$ cat src/rtl/aes32_dec_seq_if.sv
// Handshake and control bundle between the AES-32 decryption sequencer and its
// ciphertext source, plaintext consumer and column datapath.
interface aes32_dec_seq_if #(
  parameter int unsigned KAW = 6
) ();
  logic           start;
  logic           in_valid;
  logic           in_ready;
  logic           out_valid;
  logic           out_ready;
  logic [1:0]     ctrl;
  logic [3:0]     round;
  logic [KAW-1:0] key_addr;
  logic           sel_in;
  logic           mix_byp;
  logic           dp_en;
  logic           busy;
  logic           done;

  modport master (
    output start, in_valid, out_ready,
    input  in_ready, out_valid, ctrl, round, key_addr, sel_in, mix_byp, dp_en, busy, done
  );

  modport slave (
    input  start, in_valid, out_ready,
    output in_ready, out_valid, ctrl, round, key_addr, sel_in, mix_byp, dp_en, busy, done
  );
endinterface

$ cat src/rtl/aes32_dec_seq.sv
// Sequencer for a 32-bit/cycle AES decryption datapath: load four ciphertext
// words, run NR rounds of four columns each, then hand out four plaintext words.
module aes32_dec_seq #(
  parameter int unsigned NR  = 10,
  parameter int unsigned KAW = 6
) (
  input logic            clk,
  input logic            rst_n,
  aes32_dec_seq_if.slave bus
);
  typedef enum logic [1:0] {StIdle, StLoad, StRnd, StOut} state_e;

  localparam logic [3:0]  RoundInit = 4'(NR);
  localparam logic [3:0]  RoundLast = 4'(NR - 1);
  localparam int unsigned AddrW     = (KAW > 6) ? KAW : 6;

  state_e     state_q, state_d;
  logic [1:0] ctrl_q, ctrl_d;
  logic [3:0] round_q, round_d;
  logic       done_q, done_d;

  always_ff @(posedge clk or negedge rst_n) begin
    if (!rst_n) begin
      state_q <= StIdle;
      ctrl_q  <= 2'd0;
      round_q <= 4'd0;
      done_q  <= 1'b0;
    end else begin
      state_q <= state_d;
      ctrl_q  <= ctrl_d;
      round_q <= round_d;
      done_q  <= done_d;
    end
  end

  always_comb begin
    state_d = state_q;
    ctrl_d  = ctrl_q;
    round_d = round_q;
    done_d  = 1'b0;
    unique case (state_q)
      StIdle: begin
        if (bus.start) begin
          state_d = StLoad;
          ctrl_d  = 2'd0;
          round_d = RoundInit;
        end
      end
      StLoad: begin
        if (bus.in_valid) begin
          ctrl_d = ctrl_q + 2'd1;
          if (ctrl_q == 2'd3) begin
            state_d = StRnd;
            round_d = RoundLast;
          end
        end
      end
      StRnd: begin
        // Column counter wraps 3->0; the round counter steps on each wrap.
        ctrl_d = ctrl_q + 2'd1;
        if (ctrl_q == 2'd3) begin
          if (round_q == 4'd0) begin
            state_d = StOut;
          end else begin
            round_d = round_q - 4'd1;
          end
        end
      end
      StOut: begin
        if (bus.out_ready) begin
          ctrl_d = ctrl_q + 2'd1;
          if (ctrl_q == 2'd3) begin
            state_d = StIdle;
            done_d  = 1'b1;
          end
        end
      end
    endcase
  end

  logic [AddrW-1:0] addr_full;
  assign addr_full = AddrW'({round_q, ctrl_q});

  assign bus.ctrl      = ctrl_q;
  assign bus.round     = round_q;
  assign bus.key_addr  = addr_full[KAW-1:0];
  assign bus.in_ready  = (state_q == StLoad);
  assign bus.sel_in    = (state_q == StLoad);
  assign bus.out_valid = (state_q == StOut);
  assign bus.mix_byp   = (state_q == StRnd) && (round_q == 4'd0);
  assign bus.busy      = (state_q != StIdle);
  assign bus.done      = done_q;
  // The datapath must capture on the same edge the handshake completes.
  assign bus.dp_en     = ((state_q == StLoad) && bus.in_valid) || (state_q == StRnd) ||
                         ((state_q == StOut) && bus.out_ready);
endmodule

$ cat src/flat_wrapper.sv
// flat-port wrapper written by rule: the top's interface ports become plain ports
module aes32_dec_seq_flat 
#(
  parameter int unsigned NR  = 10,
  parameter int unsigned KAW = 6
)
  (clk, rst_n, bus_start, bus_in_valid, bus_out_ready, bus_in_ready, bus_out_valid, bus_ctrl, bus_round, bus_key_addr, bus_sel_in, bus_mix_byp, bus_dp_en, bus_busy, bus_done);
  aes32_dec_seq_if #(.KAW(KAW)) bus_i ();
  input logic clk;
  input logic rst_n;
  input wire logic [$bits(bus_i.start)-1:0] bus_start;
  input wire logic [$bits(bus_i.in_valid)-1:0] bus_in_valid;
  input wire logic [$bits(bus_i.out_ready)-1:0] bus_out_ready;
  output wire logic [$bits(bus_i.in_ready)-1:0] bus_in_ready;
  output wire logic [$bits(bus_i.out_valid)-1:0] bus_out_valid;
  output wire logic [$bits(bus_i.ctrl)-1:0] bus_ctrl;
  output wire logic [$bits(bus_i.round)-1:0] bus_round;
  output wire logic [$bits(bus_i.key_addr)-1:0] bus_key_addr;
  output wire logic [$bits(bus_i.sel_in)-1:0] bus_sel_in;
  output wire logic [$bits(bus_i.mix_byp)-1:0] bus_mix_byp;
  output wire logic [$bits(bus_i.dp_en)-1:0] bus_dp_en;
  output wire logic [$bits(bus_i.busy)-1:0] bus_busy;
  output wire logic [$bits(bus_i.done)-1:0] bus_done;
  assign bus_i.start = bus_start;
  assign bus_i.in_valid = bus_in_valid;
  assign bus_i.out_ready = bus_out_ready;
  assign bus_in_ready = bus_i.in_ready;
  assign bus_out_valid = bus_i.out_valid;
  assign bus_ctrl = bus_i.ctrl;
  assign bus_round = bus_i.round;
  assign bus_key_addr = bus_i.key_addr;
  assign bus_sel_in = bus_i.sel_in;
  assign bus_mix_byp = bus_i.mix_byp;
  assign bus_dp_en = bus_i.dp_en;
  assign bus_busy = bus_i.busy;
  assign bus_done = bus_i.done;
  aes32_dec_seq #(.NR(NR), .KAW(KAW)) u_core (.clk(clk), .rst_n(rst_n), .bus(bus_i));
endmodule
$ cat config.mk
export PLATFORM = sky130hd
export DESIGN_NAME = aes32_dec_seq_flat
export DESIGN_NICKNAME = d
export VERILOG_FILES = /design/src/rtl/aes32_dec_seq_if.sv /design/src/rtl/aes32_dec_seq.sv /design/src/flat_wrapper.sv
export SDC_FILE = /design/constraint.sdc
export NUM_CORES = 1
export LEC_CHECK = 0
export CORE_MARGIN = 2
export CORE_UTILIZATION = 46
export DETAILED_ROUTE_END_ITERATION = 16
export GPL_TIMING_DRIVEN = 0
export PLACE_DENSITY = 0.82
export SYNTH_ARGS = -nofsm -noshare
export SYNTH_HDL_FRONTEND = slang
export SYNTH_SLANG_ARGS = --single-unit
$ cat constraint.sdc
create_clock -name clk -period 4.05 [get_ports clk]
set_clock_uncertainty 0.05 [all_clocks]
set_input_delay 0.405 -clock clk [delete_from_list [all_inputs] [get_ports clk]]
set_output_delay 0.405 -clock clk [all_outputs]
set_load 0.05 [all_outputs]
==> impl_metrics.ini, run 1 <==
[worst_setup_path]
cp-start-kind = flop
r2r_end = u_core.bus.round[3]
worstSetupEndpointType = output pin
regToRegSetupSlack_ns = 2.03
worst-setup-path-type = flop to output pin
crit_path_max_fanout = 5
r2r_cells = 8
worstPathRequired_ns = 3.60
crit_arrival_ns = 2.24
reg2reg_from = u_core.state_q[0]

[sta]
worst_pin_slew_ns = 0.517
relSlewSlack_pct = 65.4
rsz0062_at_grt = false
slew_violations = 0
fmax_mhz = 371
min_period_over_period_pct = 66.5
hold_ws_ns = 0.381
setup_viol = 0
tns_ns = 0
hold_viol_final = 0
finalCriticalPeriod_ns = 2.69

[global_routing]
antenna_found_initial = 0
grt_pass1_vias = 568
use_met2_pct = 31.1
grt_use_total_pct = 18.2
grt_pass1_wl_um = 2450
overflow = 0
grt_busiest_layer = met2
use_met3_pct = 3.88
globalRouteMet1Util_pct = 22.0
grt_max_degree = 10

[placement]
gp_congestion = 0.754
io_buffers = 23
post-dp-hpwl_um = 1130

[synth]
synth_fp_nets = 81
syn_inst = 68
ys_ff_latch = 9
synth_area_um2 = 671
seq_area_frac_synth_pct = 33.6
synth.distinct_cells = 26
avgSynthCellArea_um2 = 9.86
yosysWarnings = 0

[run]
cap_violations = 0

[hold_path]
hp-class = primary input to async pin

[drt]
dr.pass1.iters = 4
wl_per_cell_um = 13.3
avgViaCountPerCell = 5.17
drtIter0Drc = 11
vias = 569
drc = 0
ant_nets = 0
wirelength_um = 1470

[clock_tree]
clkTransAtPathRegs_ns = 0.07
postCtsSetupBuffers = 0
worstSkewPairLatency_ns = 0.27
hold_buffers = 0
ctsResizeCount = 0
cts_tree = yes
clock_path_buffers = 2
cts_htree_levels = 1
root_buffer = clkbuf_4
cts_inserted_buffers = 3
cts_num_sinks = 9

[floorplan]
boundaryPins = 24
die_y_um = 42.2
start_util_pct = 50.3
rows = 13
die_w_um = 42.2
core-area_um2 = 1330
die-area_um2 = 1780

[final_layout]
n_antenna_cell = 0
areaGrowthSynthToFinish_pct = 41.0
layout.nets = 109
drive_gt1_share_pct = 17.9

[run_status]
status = finished, final reports clean
## critical path, cell delays in order (launching register included)
cell and delay, ns:
dfrtp_1 0.43, inv_1 0.12, ha_1 0.15, nor3b_1 0.27, and2_4 0.21, clkdlybuf4s50_1 0.79
## cell type report
type / instances / area, um^2
fillers: 112 / 388
inverters: 10 / 37.5
repair buffers: 23 / 230
well taps: 15 / 18.8
clock buffers: 4 / 26.3
plain buffers: 9 / 68.8
flip-flops and latches: 9 / 225
multi-input cells: 40 / 339
## worst max path at each step
| stage | startpoint | end | cells after the start |
|---|---|---|---|
| final | u_core.bus.round[0] | bus_mix_byp | 5 |
| after global routing | u_core.bus.round[0] | bus_mix_byp | 5 |
| after CTS | u_core.bus.round[0] | bus_mix_byp | 5 |
| after detailed placement | u_core.bus.round[0] | bus_mix_byp | 5 |
| after global placement | u_core.bus.round[0] | bus_mix_byp | 5 |
| after floorplan | u_core.bus.round[0] | u_core.bus.round[3] | 7 |
## sequential cells by signal (all words and copies together) (netlist names)
| signal | count |
|---|---|
| u_core.state_q | 2 |
| u_core.bus.done | 1 |
| u_core.bus.round | 4 |
| u_core.bus.ctrl | 2 |
## stage by stage
step / setup WS [ns] / instance area, um^2 / instances / utilization [%]
5_1_grt: 1.25 / 946 / 110 / 70.9
6_report: 1.36 / 946 / 110 / 70.9
3_5_place_dp: 1.65 / 920 / 106 / 68.9
2_1_floorplan: 1.69 / 671 / 68 / -
3_3_place_gp: 1.67 / 920 / 106 / 68.9
4_1_cts: 1.35 / 946 / 110 / 70.9
## layer usage
layer,vias up,part of all wire (%)
met4,0,1.4
met5,-,0
met3,4,5.6
met2,25,47
met1,262,46
li1,278,-
## placed cells by master (no fill, tap or decap)
cell,n
or3_4,1
and3_1,1
ha_1,8
nor2_1,4
o211ai_1,1
nor3_1,3
o41ai_1,1
mux2i_1,4
clkbuf_4,3
buf_6,1
nor2b_1,1
o21ai_0,2
a211oi_1,1
buf_2,1
nor3b_1,1
o21bai_1,1
mux2_2,2
and2_4,1
mux2_4,1
a21oi_1,2
clkbuf_1,1
inv_1,10
clkdlybuf4s50_1,23
o22ai_1,2
a221o_1,1
buf_4,7
nand4b_1,1
xnor2_1,1
dfrtp_1,9
## Yosys cell counts, drive strengths merged
master | instances | area, um^2
and3 | 1 | 6.26
mux2 | 3 | 37.5
a21oi | 2 | 10.0
buf | 9 | 68.8
nor2 | 4 | 15.0
nor2b | 1 | 6.26
inv | 10 | 37.5
mux2i | 4 | 40.0
and2 | 1 | 8.76
o21bai | 1 | 7.51
nor3b | 1 | 7.51
ha | 8 | 100
or3 | 1 | 11.3
o41ai | 1 | 8.76
nand4b | 1 | 8.76
o211ai | 1 | 7.51
a221o | 1 | 10.0
o21ai | 2 | 10.0
nor3 | 3 | 15.0
dfrtp | 9 | 225
xnor2 | 1 | 8.76
a211oi | 1 | 7.51
o22ai | 2 | 12.5
## kinds of logic (layout without fill, tap and decap cells)
group | count (synthesis) | in the layout | synth area share (%)
simple gates | 13 | 13 | 11.8
compound gates | 11 | 11 | 11.0
mux | 7 | 7 | 11.6
fa+ha+maj | 8 | 8 | 14.9
xor+xnor | 1 | 1 | 1.31
flops | 9 | 9 | 33.6
buf+inv | 19 | 46 | 15.9
Power of run 1 is not shown: default switching activity piles up to over one toggle a cycle in this logic, so the estimate is an artifact.
==> inputs of run 2 (changes only) <==
- CORE_UTILIZATION: 46 -> 43
- PLACE_DENSITY: 0.82 -> 0.77
- clock period: 4.05 -> 2.5 ns (I/O delays scaled with it)
==> run 2 against run 1 <==
  * Critical path depth decreased by 1
  * Die area increased by 6.3%
  * Design area increased by 0.26%
  * Global-route usage decreased by 0.65 points
  * Cell count increased by 0.91%
  * Non-clock buffer count unchanged
  * Register-to-register slack got worse by 1.5 ns
  * First-iteration DRC count increased by 36%
  * Setup slack got worse by 1.2 ns
  * Clock-buffer cell count unchanged
  * Utilization decreased by 7.2 points
  * Via count increased by 0.70%
==> impl_metrics.ini, run 2 (synthesized netlist as in run 1, its figures left out) <==
[clock_tree]
cts_tree = yes
clock_path_buffers = 2
hold_buffers = 0
clkTransAtPathRegs_ns = 0.06
cts_htree_levels = 1
root_buffer = clkbuf_4
cts_inserted_buffers = 3
postCtsSetupBuffers = 0
worstSkewPairLatency_ns = 0.26
cts_num_sinks = 9

[drt]
wirelength_um = 1460
vias = 573
drc = 0
wl_per_cell_um = 13.1
ant_nets = 0
drtIter0Drc = 15
dr.pass1.iters = 4
avgViaCountPerCell = 5.16

[final_layout]
multi_input_comb_area_um2 = 339
areaGrowthSynthToFinish_pct = 41.4
fillers = 122
n_antenna_cell = 0
largest_register_ffs = 4
final_cell_mix = clkdlybuf4s50_1 (21), inv_1 (10), dfrtp_1 (9), ha_1 (8), buf_4 (7)
seq_area_um2 = 225
layout.nets = 109
layout_commonest_cell = clkdlybuf4s50_1
fin_util_pct = 63.7
drive_gt1_share_pct = 17.9

[worst_setup_path]
worst-setup-path-type = flop to output pin
regToRegSetupSlack_ns = 0.49
crit_buf_inv = 3
cp-start-kind = flop
worstPathRequired_ns = 2.20
crit_path_max_fanout = 7
worstSetupEndpointType = output pin
r2r_end = u_core.bus.round[3]
crit_chain = inv_1 -> ha_1 -> buf_4 -> clkdlybuf4s50_1
r2r_cells = 7
slowest_delay_ns = 0.79
crit_arrival_ns = 2.06
reg2reg_from = u_core.state_q[1]
critical-path-top-delay-family = buffers and inverters
crit_slowest_cell = clkdlybuf4s50_1

[placement]
io_buffers = 23
post-dp-hpwl_um = 1120
gp_congestion = 0.714

[sta]
relSlewSlack_pct = 66.7
hold_viol_final = 0
rsz0062_at_grt = false
fmax_mhz = 424
worst_pin_slew_ns = 0.497
tns_ns = 0
slew_violations = 0
min_period_over_period_pct = 94.3
setup_viol = 0
finalCriticalPeriod_ns = 2.36

[hold_path]
hp-class = primary input to async pin

[floorplan]
boundaryPins = 24
die-area_um2 = 1890
die_w_um = 43.5
die_y_um = 43.5
start_util_pct = 45.0
core-area_um2 = 1490
rows = 14

[global_routing]
grt_pass1_vias = 585
grt_pass1_wl_um = 2430
grt_max_degree = 10
overflow = 0
antenna_found_initial = 0
grt_use_total_pct = 17.6

[run]
cap_violations = 0

[run_status]
status = finished, final reports clean
-- run 2: cell count changes in the layout (fill, tap and decap cells not counted), sizes merged --
cell / change
clkdlybuf4s50: -2
dlygate4sd2: +1
dlymetal6s2s: +1
-- run 2: through the flow --
| stage | hold slack, ns | instance area [um^2] | worst slack (ns) | instances |
|---|---|---|---|---|
| 6_report | 0.235 | 948 | 0.141 | 111 |
| 5_1_grt | 0.267 | 948 | 0.0279 | 111 |
| 3_3_place_gp | 0.511 | 921 | 0.269 | 107 |
| 4_1_cts | 0.244 | 946 | 0.0868 | 111 |
| 2_1_floorplan | -0.0956 | 671 | 0.137 | 68 |
| 3_5_place_dp | 0.527 | 921 | 0.237 | 107 |
-- run 2: worst max-delay path by stage --
stage	startpoint	cells past startpoint	slack (ns)	end
2_1_floorplan	u_core.bus.round[0]	7	0.14	u_core.bus.round[3]
3_3_place_gp	u_core.bus.round[0]	5	0.27	bus_mix_byp
3_5_place_dp	u_core.bus.round[0]	5	0.24	bus_mix_byp
4_1_cts	u_core.state_q[1]	4	0.09	bus_dp_en
5_1_grt	u_core.state_q[1]	4	0.03	bus_sel_in
6_report	u_core.state_q[1]	4	0.14	bus_sel_in
-- run 2: routing by layer --
metal,track usage [%],routed length (um)
met1,21.8,644
met2,27.5,723
met3,2.92,60
met4,12.7,29
met5,0,0
-- run 2: timing repair --
action | 4_1_cts | 5_1_grt
resized for setup | 1 | 1
endpoints found under the setup margin | 1 | 1
endpoints found under the hold margin | 0 | 0
-- run 2: area by class of cell --
| type | instances | area share, % |
|---|---|---|
| Timing Repair Buffer | 23 | 24.4 |
| Sequential cell | 9 | 23.7 |
| Clock buffer | 4 | 2.77 |
| Multi-Input combinational cell | 40 | 35.8 |
| Inverter | 10 | 3.96 |
| Buffer | 9 | 7.26 |
| Tap cell | 16 | 2.11 |
Power of run 2 is left out for the same reason.
==> inputs of run 3 (changes only) <==
- CORE_UTILIZATION: 43 -> 28
- PLACE_DENSITY: 0.77 -> default
==> run 3 against run 2 <==
  * Critical path depth stayed put
  * Cell count increased by 11%
  * Design area up 1.6%
  * Routed wire length is 2.2% lower
==> impl_metrics.ini, run 3 (synthesized netlist as in run 1, its figures left out) <==
[final_layout]
areaGrowthSynthToFinish_pct = 43.7
final_cell_mix = clkdlybuf4s50_1 (21), inv_1 (10), dfrtp_1 (9), ha_1 (8), buf_4 (7)
fin_util_pct = 43.1
layout_commonest_cell = clkdlybuf4s50_1
largest_register_ffs = 4
layout.nets = 109
n_antenna_cell = 0
drive_gt1_share_pct = 17.9
design_area_um2 = 963

[worst_setup_path]
crit_arrival_ns = 2.05
r2r_end = u_core.bus.round[3]
cp-start-kind = flop
reg2reg_from = u_core.state_q[1]
slowest_delay_ns = 0.78
worst-setup-path-type = flop to output pin
crit_buf_inv = 3
r2r_cells = 7
crit_chain = inv_1 -> ha_1 -> buf_4 -> clkdlybuf4s50_1
crit_path_max_fanout = 7
worstSetupEndpointType = output pin
regToRegSetupSlack_ns = 0.52
worstPathRequired_ns = 2.20
critical-path-top-delay-family = buffers and inverters
crit_slowest_cell = clkdlybuf4s50_1

[clock_tree]
cts_htree_levels = 1
clock_path_buffers = 2
cts_num_sinks = 9
root_buffer = clkbuf_4
worstSkewPairLatency_ns = 0.27
clkTransAtPathRegs_ns = 0.06
hold_buffers = 0
cts_inserted_buffers = 3
cts_tree = yes

[global_routing]
antenna_found_initial = 0
grt_pass1_vias = 522
grt_max_degree = 10
grt_pass1_wl_um = 2440
grt_use_total_pct = 12.4
overflow = 0

[sta]
tns_ns = 0
finalCriticalPeriod_ns = 2.35
relSlewSlack_pct = 65.3
fmax_mhz = 426
min_period_over_period_pct = 93.9
worst_pin_slew_ns = 0.518
slew_violations = 0
hold_viol_final = 0
rsz0062_at_grt = false
setup_viol = 0

[floorplan]
rows = 17
start_util_pct = 30.0
core-area_um2 = 2230
die_w_um = 52.9
boundaryPins = 24
die_y_um = 52.9
die-area_um2 = 2800

[drt]
drtIter0Drc = 8
drc = 0
wl_per_cell_um = 11.6
vias = 553
dr.pass1.iters = 4
ant_nets = 0
wirelength_um = 1430
avgViaCountPerCell = 4.50

[placement]
gp_congestion = 0.728
io_buffers = 23
post-dp-hpwl_um = 1140
place_area_um2 = 936

[run]
cap_violations = 0

[run_status]
status = finished, final reports clean

[hold_path]
hp-class = primary input to async pin
==> run 3: through the flow <==
step	hold slack (ns)	std cells	setup slack, ns
4_1_cts	0.259	123	0.0706
3_5_place_dp	0.514	119	0.284
3_3_place_gp	0.503	119	0.268
5_1_grt	0.275	123	0.0598
2_1_floorplan	-0.0956	68	0.137
6_report	0.236	123	0.151
==> run 3: how the worst max path moves through the flow <==
stage / start / endpoint / slack, ns / depth (start not counted)
4_1_cts: u_core.state_q[1] / bus_dp_en / 0.07 / 4
3_5_place_dp: u_core.bus.round[0] / bus_mix_byp / 0.28 / 5
2_1_floorplan: u_core.bus.round[0] / u_core.bus.round[3] / 0.14 / 7
6_report: u_core.state_q[1] / bus_sel_in / 0.15 / 4
3_3_place_gp: u_core.bus.round[0] / bus_mix_byp / 0.27 / 5
5_1_grt: u_core.state_q[1] / bus_sel_in / 0.06 / 4
==> run 3: layer usage <==
layer  wire length (um)  part of all wire, %  vias up  global-route usage [%]
li1                   -                    -      280                       -
met1                686                   48      251                    16.4
met2                604                   42       20                    17.5
met3                113                  7.9        2                    5.37
met4                 21                  1.5        0                    5.13
met5                  0                    0        -                       0
==> run 3: cell type report <==
class                   instances  area [um^2]
flip-flops and latches          9          225
multi-input cells              40          339
clock buffers                   4         26.3
well taps                      28         35.0
repair buffers                 23          231
inverters                      10         37.5
plain buffers                   9         68.8
fillers                       226         1270
==> run 3: timing repair <==
item                                    CTS  global route
endpoints found under the setup margin    1             1
setup buffers                             0             0
cloned                                    0             0
gates resized for setup                   1             1
endpoints found under the hold margin     0             0
==> run 3: worst register-to-register path: stages, from the launching register on <==
cell and delay, ns:
dfrtp_1 0.40, inv_1 0.13, ha_1 0.32, inv_1 0.10, o22ai_1 0.29, or3_4 0.20
buf_6 0.11, mux2_4 0.29
Power of run 3 is left out for the same reason.
